<file path="config.mk">
export PLATFORM = sky130hd
export DESIGN_NAME = pixel_rescaler_flat
export DESIGN_NICKNAME = d
export VERILOG_FILES = /design/src/rtl/pixel_rescaler_if.sv /design/src/rtl/pixel_rescaler.sv /design/src/flat_wrapper.sv
export SDC_FILE = /design/constraint.sdc
export NUM_CORES = 2
export LEC_CHECK = 0
export BUFFER_PORTS_ARGS = -buffer_cell sky130_fd_sc_hd__clkbuf_2
export CAP_MARGIN = 30
export CORE_ASPECT_RATIO = 0.7
export CORE_MARGIN = 2
export CORE_UTILIZATION = 65
export CTS_CLUSTER_SIZE = 8
export DETAILED_ROUTE_END_ITERATION = 8
export PLACE_DENSITY_LB_ADDON = 0.1
export SETUP_SLACK_MARGIN = 0.02
export SLEW_MARGIN = 0
export SYNTH_ARGS = -nofsm -noshare
export SYNTH_HDL_FRONTEND = slang
export SYNTH_SLANG_ARGS = --single-unit
export TNS_END_PERCENT = 100
</file>
<file path="constraint.sdc">
create_clock -name clock -period 10.6 [get_ports clock]
set_clock_uncertainty 0.15 [all_clocks]
set_input_delay 2.12 -clock clock [delete_from_list [all_inputs] [get_ports clock]]
set_output_delay 2.12 -clock clock [all_outputs]
set_load 0.005 [all_outputs]
</file>
<file path="src/rtl/pixel_rescaler_if.sv">
// Pixel stream and extremes-load bundle between the max/min search block,
// the rescaler and the display pixel sink.
interface pixel_rescaler_if #(
    parameter int NB_PIXEL = 19,
    parameter int NB_COUNT = 32,
    parameter int NB_OUT   = 8
);
    logic                       i_loadExtremes;
    logic signed [NB_PIXEL-1:0] i_maxValue;
    logic signed [NB_PIXEL-1:0] i_minValue;
    logic [NB_COUNT-1:0]        i_imageSize;
    logic                       i_valid;
    logic signed [NB_PIXEL-1:0] i_convValue;
    logic                       o_ready;
    logic                       o_valid;
    logic [NB_OUT-1:0]          o_pixel;
    logic                       o_done;

    modport master (
        output i_loadExtremes, i_maxValue, i_minValue, i_imageSize, i_valid, i_convValue,
        input  o_ready, o_valid, o_pixel, o_done
    );

    modport slave (
        input  i_loadExtremes, i_maxValue, i_minValue, i_imageSize, i_valid, i_convValue,
        output o_ready, o_valid, o_pixel, o_done
    );
endinterface

</file>
<file path="src/rtl/pixel_rescaler.sv">
// Linear min/max rescaler: a serial divider derives a per-image scale factor,
// then a 3-stage pipeline maps each convolution value to an 8-bit pixel.
module pixel_rescaler #(
    parameter int NB_PIXEL = 19,
    parameter int NB_COUNT = 32,
    parameter int NB_FRAC  = 20,
    parameter int NB_OUT   = 8
) (
    input  logic           clock,
    input  logic           reset,
    pixel_rescaler_if.slave bus
);
    localparam int NB_RANGE   = NB_PIXEL + 1;
    localparam int NB_DIFF    = NB_PIXEL + 2;
    localparam int NB_QUO     = NB_FRAC + NB_OUT;
    localparam int NB_PROD    = NB_RANGE + NB_QUO;
    localparam int NB_DIV_CNT = $clog2(NB_QUO);

    localparam logic [NB_QUO-1:0]     DIVIDEND = {{NB_OUT{1'b1}}, {NB_FRAC{1'b0}}};
    localparam logic [NB_PROD:0]      ROUND    = {{(NB_PROD-NB_FRAC+1){1'b0}}, 1'b1, {(NB_FRAC-1){1'b0}}};
    localparam logic [NB_OUT-1:0]     FULL     = {NB_OUT{1'b1}};
    localparam logic [NB_DIV_CNT-1:0] DIV_LAST = NB_DIV_CNT'(NB_QUO - 1);

    typedef enum logic [1:0] {
        IDLE   = 2'd0,
        DIVIDE = 2'd1,
        RUN    = 2'd2,
        DRAIN  = 2'd3
    } state_t;

    state_t                     state_r;
    logic signed [NB_PIXEL-1:0] min_r;
    logic [NB_RANGE-1:0]        range_r;
    logic [NB_COUNT-1:0]        size_r;
    logic [NB_COUNT-1:0]        count_r;
    logic [NB_DIV_CNT-1:0]      div_cnt_r;
    logic [NB_QUO-1:0]          dividend_r;
    logic [NB_RANGE-1:0]        rem_r;
    logic [NB_QUO-2:0]          quo_r;
    logic [NB_QUO-1:0]          scale_r;
    logic                       ready_r;
    logic                       done_r;

    logic signed [NB_PIXEL-1:0] x0_r;
    logic [NB_RANGE-1:0]        d_r;
    logic [NB_PROD-1:0]         p_r;
    logic [NB_OUT-1:0]          pixel_r;
    logic                       v0_r;
    logic                       v1_r;
    logic                       v2_r;
    logic                       valid_r;

    logic signed [NB_DIFF-1:0]  load_diff_s;
    logic [NB_RANGE-1:0]        load_range_s;
    logic [NB_RANGE:0]          rem_shift_s;
    logic [NB_RANGE-1:0]        rem_next_s;
    logic                       quo_bit_s;
    logic [NB_QUO-1:0]          quo_next_s;
    logic                       accept_s;
    logic                       last_s;
    logic                       pipe_empty_s;
    logic signed [NB_DIFF-1:0]  diff_s;
    logic [NB_RANGE-1:0]        clamp_s;
    logic [NB_PROD-1:0]         prod_s;
    logic [NB_PROD:0]           sum_s;
    logic [NB_OUT-1:0]          round_s;
    logic                       round_unused_s;

    // Range of the incoming extremes; a non-positive range collapses to zero.
    always_comb begin
        load_diff_s = NB_DIFF'(bus.i_maxValue) - NB_DIFF'(bus.i_minValue);
        if (load_diff_s > $signed({NB_DIFF{1'b0}})) begin
            load_range_s = load_diff_s[NB_RANGE-1:0];
        end else begin
            load_range_s = {NB_RANGE{1'b0}};
        end
    end

    // One restoring-division step: shift in the next dividend bit, subtract if it fits.
    always_comb begin
        rem_shift_s = {rem_r, dividend_r[NB_QUO-1]};
        if (rem_shift_s >= {1'b0, range_r}) begin
            quo_bit_s  = 1'b1;
            rem_next_s = rem_shift_s[NB_RANGE-1:0] - range_r;
        end else begin
            quo_bit_s  = 1'b0;
            rem_next_s = rem_shift_s[NB_RANGE-1:0];
        end
        quo_next_s = {quo_r, quo_bit_s};
    end

    // Accept handshake and drain detection.
    always_comb begin
        accept_s     = ready_r & bus.i_valid;
        last_s       = accept_s && ((count_r + NB_COUNT'(1)) == size_r);
        pipe_empty_s = ~(v0_r | v1_r | v2_r);
    end

    // Pipeline datapath: offset/clamp, scale, round and saturate.
    always_comb begin
        diff_s = NB_DIFF'(x0_r) - NB_DIFF'(min_r);
        if (diff_s[NB_DIFF-1]) begin
            clamp_s = {NB_RANGE{1'b0}};
        end else if (diff_s > $signed({1'b0, range_r})) begin
            clamp_s = range_r;
        end else begin
            clamp_s = diff_s[NB_RANGE-1:0];
        end
        prod_s = NB_PROD'(d_r) * NB_PROD'(scale_r);
        sum_s  = {1'b0, p_r} + ROUND;
        if (|sum_s[NB_PROD:NB_FRAC+NB_OUT]) begin
            round_s = FULL;
        end else begin
            round_s = sum_s[NB_FRAC+NB_OUT-1:NB_FRAC];
        end
        round_unused_s = ^sum_s[NB_FRAC-1:0];
    end

    // Control FSM with the serial divider and accept counter.
    always_ff @(posedge clock) begin
        if (reset) begin
            state_r    <= IDLE;
            min_r      <= {NB_PIXEL{1'b0}};
            range_r    <= {NB_RANGE{1'b0}};
            size_r     <= {NB_COUNT{1'b0}};
            count_r    <= {NB_COUNT{1'b0}};
            div_cnt_r  <= {NB_DIV_CNT{1'b0}};
            dividend_r <= {NB_QUO{1'b0}};
            rem_r      <= {NB_RANGE{1'b0}};
            quo_r      <= {(NB_QUO-1){1'b0}};
            scale_r    <= {NB_QUO{1'b0}};
            ready_r    <= 1'b0;
            done_r     <= 1'b0;
        end else begin
            case (state_r)
                IDLE: begin
                    ready_r <= 1'b0;
                    done_r  <= 1'b0;
                    if (bus.i_loadExtremes) begin
                        min_r      <= bus.i_minValue;
                        range_r    <= load_range_s;
                        size_r     <= bus.i_imageSize;
                        count_r    <= {NB_COUNT{1'b0}};
                        div_cnt_r  <= {NB_DIV_CNT{1'b0}};
                        dividend_r <= DIVIDEND;
                        rem_r      <= {NB_RANGE{1'b0}};
                        quo_r      <= {(NB_QUO-1){1'b0}};
                        state_r    <= DIVIDE;
                    end
                end
                DIVIDE: begin
                    ready_r    <= 1'b0;
                    rem_r      <= rem_next_s;
                    quo_r      <= quo_next_s[NB_QUO-2:0];
                    dividend_r <= {dividend_r[NB_QUO-2:0], 1'b0};
                    div_cnt_r  <= div_cnt_r + NB_DIV_CNT'(1);
                    if (div_cnt_r == DIV_LAST) begin
                        // A zero range would leave an all-ones quotient; pin the scale to 0.
                        scale_r <= (range_r == {NB_RANGE{1'b0}}) ? {NB_QUO{1'b0}} : quo_next_s;
                        state_r <= (size_r == {NB_COUNT{1'b0}}) ? DRAIN : RUN;
                    end
                end
                RUN: begin
                    ready_r <= ~last_s;
                    if (accept_s) begin
                        count_r <= count_r + NB_COUNT'(1);
                    end
                    if (last_s) begin
                        state_r <= DRAIN;
                    end
                end
                DRAIN: begin
                    ready_r <= 1'b0;
                    if (done_r) begin
                        done_r  <= 1'b0;
                        state_r <= IDLE;
                    end else if (pipe_empty_s) begin
                        done_r <= 1'b1;
                    end
                end
                default: begin
                    ready_r <= 1'b0;
                    done_r  <= 1'b0;
                    state_r <= IDLE;
                end
            endcase
        end
    end

    // Capture register plus three processing stages; valid bits travel alongside.
    always_ff @(posedge clock) begin
        if (reset) begin
            x0_r    <= {NB_PIXEL{1'b0}};
            d_r     <= {NB_RANGE{1'b0}};
            p_r     <= {NB_PROD{1'b0}};
            pixel_r <= {NB_OUT{1'b0}};
            v0_r    <= 1'b0;
            v1_r    <= 1'b0;
            v2_r    <= 1'b0;
            valid_r <= 1'b0;
        end else begin
            v0_r    <= accept_s;
            v1_r    <= v0_r;
            v2_r    <= v1_r;
            valid_r <= v2_r;
            if (accept_s) begin
                x0_r <= bus.i_convValue;
            end
            if (v0_r) begin
                d_r <= clamp_s;
            end
            if (v1_r) begin
                p_r <= prod_s;
            end
            if (v2_r) begin
                pixel_r <= round_s;
            end
        end
    end

    assign bus.o_ready = ready_r;
    assign bus.o_valid = valid_r;
    assign bus.o_pixel = pixel_r;
    assign bus.o_done  = done_r;

endmodule

</file>
<file path="src/flat_wrapper.sv">
// flat-port wrapper written by rule: the top's interface ports become plain ports
module pixel_rescaler_flat 
#(
    parameter int NB_PIXEL = 19,
    parameter int NB_COUNT = 32,
    parameter int NB_FRAC  = 20,
    parameter int NB_OUT   = 8
)
  (clock, reset, bus_i_loadExtremes, bus_i_maxValue, bus_i_minValue, bus_i_imageSize, bus_i_valid, bus_i_convValue, bus_o_ready, bus_o_valid, bus_o_pixel, bus_o_done);
  pixel_rescaler_if #(.NB_PIXEL(NB_PIXEL), .NB_COUNT(NB_COUNT), .NB_OUT(NB_OUT)) bus_i ();
  input  logic clock;
  input  logic reset;
  input wire logic [$bits(bus_i.i_loadExtremes)-1:0] bus_i_loadExtremes;
  input wire logic [$bits(bus_i.i_maxValue)-1:0] bus_i_maxValue;
  input wire logic [$bits(bus_i.i_minValue)-1:0] bus_i_minValue;
  input wire logic [$bits(bus_i.i_imageSize)-1:0] bus_i_imageSize;
  input wire logic [$bits(bus_i.i_valid)-1:0] bus_i_valid;
  input wire logic [$bits(bus_i.i_convValue)-1:0] bus_i_convValue;
  output wire logic [$bits(bus_i.o_ready)-1:0] bus_o_ready;
  output wire logic [$bits(bus_i.o_valid)-1:0] bus_o_valid;
  output wire logic [$bits(bus_i.o_pixel)-1:0] bus_o_pixel;
  output wire logic [$bits(bus_i.o_done)-1:0] bus_o_done;
  assign bus_i.i_loadExtremes = bus_i_loadExtremes;
  assign bus_i.i_maxValue = bus_i_maxValue;
  assign bus_i.i_minValue = bus_i_minValue;
  assign bus_i.i_imageSize = bus_i_imageSize;
  assign bus_i.i_valid = bus_i_valid;
  assign bus_i.i_convValue = bus_i_convValue;
  assign bus_o_ready = bus_i.o_ready;
  assign bus_o_valid = bus_i.o_valid;
  assign bus_o_pixel = bus_i.o_pixel;
  assign bus_o_done = bus_i.o_done;
  pixel_rescaler #(.NB_PIXEL(NB_PIXEL), .NB_COUNT(NB_COUNT), .NB_FRAC(NB_FRAC), .NB_OUT(NB_OUT)) u_core (.clock(clock), .reset(reset), .bus(bus_i));
endmodule
</file>
==> impl_metrics.csv <==
group,metric,value,unit
outcome,status,"finished, final reports clean",
clock_network,cts_resized,0,
drt,highest_layer,"met4",
timing,setup_viol,0,
yosys,synthMuxAreaShare,0.0150,
die,row_count,68,
clock_network,holdBufCountCts,0,
cells_and_area,nets,4645,
timing,setup_slack,2150,ps
clock_network,cts_setup_buffers,0,
grt,grt_pass1_wl,146,mm
grt,antenna_found_initial,1,
clock_network,clk_pin_slew,60,ps
timing,setup_tns,0,ps
yosys,synth_cells,3862,
yosys,ys_top_cells_by_area,"fa_1 29%, dfxtp_1 17%, ha_1 9.3%, nand2_1 7.0%, inv_1 6.7%",
drt,drt_first_pass_iters,6,
cells_and_area,syn_to_final_growth,6.84,%
yosys,syn_avg_cell_area,8.40,um2
die,dieArea,0.0517,mm2
placement,dp_hpwl,67.3,mm
setup_path,r2r_slack,2150,ps
drt,antenna_left,0,
die,die_x,271,um
clock_network,cts_root_buf,"clkbuf_16",
yosys,yosys.area.top_type,"fa_1",
yosys,synthMostInstantiatedCell,"nand2_1",
drt,viasPerCell,5.96,
setup_path,start_kind,"flop",
drt,wirelength,88.4,mm
drt,wl_met1,37.3,mm
drt,drc,0,
yosys,yosys.area_share.simple,0.201,
timing,drv_slew,0,
run,cap_violations,0,
placement,gp_congestion,0.933,
drt,dr_wl_met3,8.47,mm
pwr,internal-power,2.77,mW
pwr,power.density,137,mW/mm2
grt,grt_max_degree,96,
setup_path,worst_setup_path_end_kind,"flop",
yosys,synth-edff-count,0,
die,start_util,0.658,
clock_network,htreeDepth,2,
yosys,ys_warn_count,0,
pwr,p_comb_frac,0.498,
placement,preCtsSetupSlack,2410,ps
yosys,synth_common_cells,"609 x nand2_1, 580 x inv_1, 466 x fa_1, 283 x and2_1, 275 x dfxtp_1",
grt,grt_pass1_vias,27700,
yosys,synthXorXnorAreaFrac,0.0356,
setup_path,worstPathMaxFanout,29,
clock_network,clock_sinks,275,
yosys,yosysTopAreaCellShare,0.288,
yosys,synth_nets,4663,
setup_path,cp.required,10840,ps
yosys,synthFlopType,"dfxtp_1",
yosys,post_synth_fa_ha_maj_area_fraction,0.381,
hold_path,hold_path_class,"flop to flop",
drt,drt-initial-drc-count,2279,
placement,placement.io_buffers,103,
clock_network,tritoncts,"done",
grt,grt_remaining_overflow,0,
timing,max_freq,118,MHz
yosys,synth_area,0.0324,mm2
clock_network,cts_buffer_depth,3,
clock_network,insertion_delay,540,ps
die,die_h,191,um
setup_path,cp.arrival,8690,ps
yosys,seq_area_frac_synth,0.170,
setup_path,worstSetupPathType,"flop to flop",
drt,dr_wl_met2,39.9,mm
yosys,synth_cell_types,79,
timing,finalCriticalPeriod,8450,ps
grt,grt_usage,0.355,
yosys,synthArstFlopShare,0,
timing,relSlewSlack,0.226,
drt,num_vias,26900,
pwr,p_seq_frac,0.261,
pwr,peakVddDrop,0.288,mV
pwr,swShare,0.419,
timing,rsz0062_at_grt,"false",
die,io_pins,104,
pwr,power_leakage,16.6,nW
cells_and_area,antenna_cells,0,
pwr,clkPwrFrac,0.241,
timing,max_slew.worst_pin.slew,1160,ps
yosys,synth_top_family_by_area,"adder cells",
pwr,switchingPower,2.00,mW
timing,fin_crit_sh,0.797,
yosys,synth-seq-cells,275,
drt,wl_per_cell,19.6,um
die,core,0.0493,mm2
timing,hold_viol,0,
yosys,synth_compound_area_frac,0.106,
clock_network,cts_made_buffers,40,
cells_and_area,drive_gt1_frac,0.0577,
## final cells by class
cell class | instances | area [um2]
Clock buffer | 42 | 1040
Clock inverter | 3 | 22.5
Fill cell | 3932 | 14600
Inverter | 581 | 2180
Multi-Input combinational cell | 2796 | 24000
Sequential cell | 275 | 5510
Tap cell | 665 | 832
Timing Repair Buffer | 150 | 1090
## per-stage QoR
| stage | cell area, um2 | hold slack [ps] | cells | total power [mW] | utilization |
|---|---|---|---|---|---|
| 6_report | 34600 | 301 | 4512 | 4.76 | 0.703 |
| 5_1_grt | 34600 | 323 | 4512 | 5.07 | 0.703 |
| 2_1_floorplan | 32400 | 286 | 3862 | 3.00 | - |
| 3_3_place_gp | 33300 | 298 | 4453 | 3.49 | 0.675 |
| 3_5_place_dp | 33500 | 296 | 4463 | 3.58 | 0.680 |
| 4_1_cts | 34500 | 303 | 4508 | 4.74 | 0.701 |
## state kept, by name, summed over array words and instances, names as in the netlist, 2 cells and up
register	cells
u_core.dividend_r	8
u_core.scale_r	28
u_core.size_r	32
u_core.x0_r	19
u_core.d_r	20
u_core.state_r	2
u_core.rem_r	20
u_core.range_r	20
u_core.min_r	19
u_core.count_r	32
u_core.div_cnt_r	5
u_core.quo_r	27
u_core.p_r	29
u_core.bus.o_pixel	8
## logic make-up after synthesis
| group | after synthesis |
|---|---|
| simple gates | 1362 |
| buf+inv | 791 |
| fa+ha+maj | 708 |
| compound gates | 546 |
| flops | 275 |
| xor+xnor | 132 |
| mux | 48 |
## power by group through the flow
stage	sequential [mW]	clock [mW]	combinational, mW
6_report	1.24	1.15	2.37
5_1_grt	1.25	1.21	2.61
4_1_cts	1.24	1.16	2.34
3_5_place_dp	1.26	0	2.32
3_3_place_gp	1.26	0	2.23
2_1_floorplan	1.22	0	1.77
## per-layer routing
metal,up-vias,GRT usage
met1,13300,0.496
li1,12200,-
met2,1242,0.559
met4,0,0.110
met5,-,0
met3,212,0.0705
## worst paths after layout
kind	start	to	cells past startpoint
setup / recovery	u_core.d_r[3]	u_core.p_r[36]	25
hold / removal	u_core.min_r[7]	u_core.min_r[7]	2
setup reg to reg	u_core.d_r[3]	u_core.p_r[36]	25
hold reg to reg	u_core.min_r[7]	u_core.min_r[7]	2
## worst max-delay path: stages (launching register included)
cell      delay, ps
dfxtp_1         960
and2_1          280
fa_1            460
fa_1            510
inv_1            50
fa_1            480
inv_1            50
fa_1            490
inv_1            60
fa_1            540
inv_1            50
fa_1            480
inv_1            50
fa_1            470
inv_1            40
ha_1            310
a21oi_1         150
a21oi_1          90
o21ai_0         460
o22ai_1         140
o21bai_1        750
nand2_1         290
a21boi_0        520
o21bai_1        140
xnor2_1         190
o22ai_1         100
## cell usage in the layout (no fill, tap or decap), types with 7 or more instances in the layout
master / synthesis / final
a211oi_1: 20 / 20
a21o_1: 49 / 49
a21oi_1: 193 / 192
a22oi_1: 58 / 58
a31oi_1: 12 / 11
and2_1: 283 / 282
and3_1: 19 / 19
and4_1: 10 / 10
buf_16: 0 / 10
buf_4: 0 / 34
clkbuf_16: 0 / 41
clkbuf_2: 0 / 102
dfxtp_1: 275 / 275
fa_1: 466 / 466
ha_1: 242 / 242
inv_1: 580 / 580
mux2i_1: 47 / 47
nand2_1: 609 / 608
nand2b_1: 17 / 17
nand3_1: 53 / 53
nand3b_1: 7 / 7
nand4_1: 28 / 28
nor2_1: 189 / 188
nor2b_1: 25 / 25
nor3_1: 54 / 54
nor3b_1: 7 / 7
nor4_1: 20 / 20
o211ai_1: 7 / 7
o21a_1: 12 / 12
o21ai_0: 110 / 110
o21bai_1: 9 / 9
o22ai_1: 14 / 14
or3_1: 14 / 14
xnor2_1: 76 / 76
xor2_1: 56 / 56
Note: power is estimated with default switching activity, not from simulation.
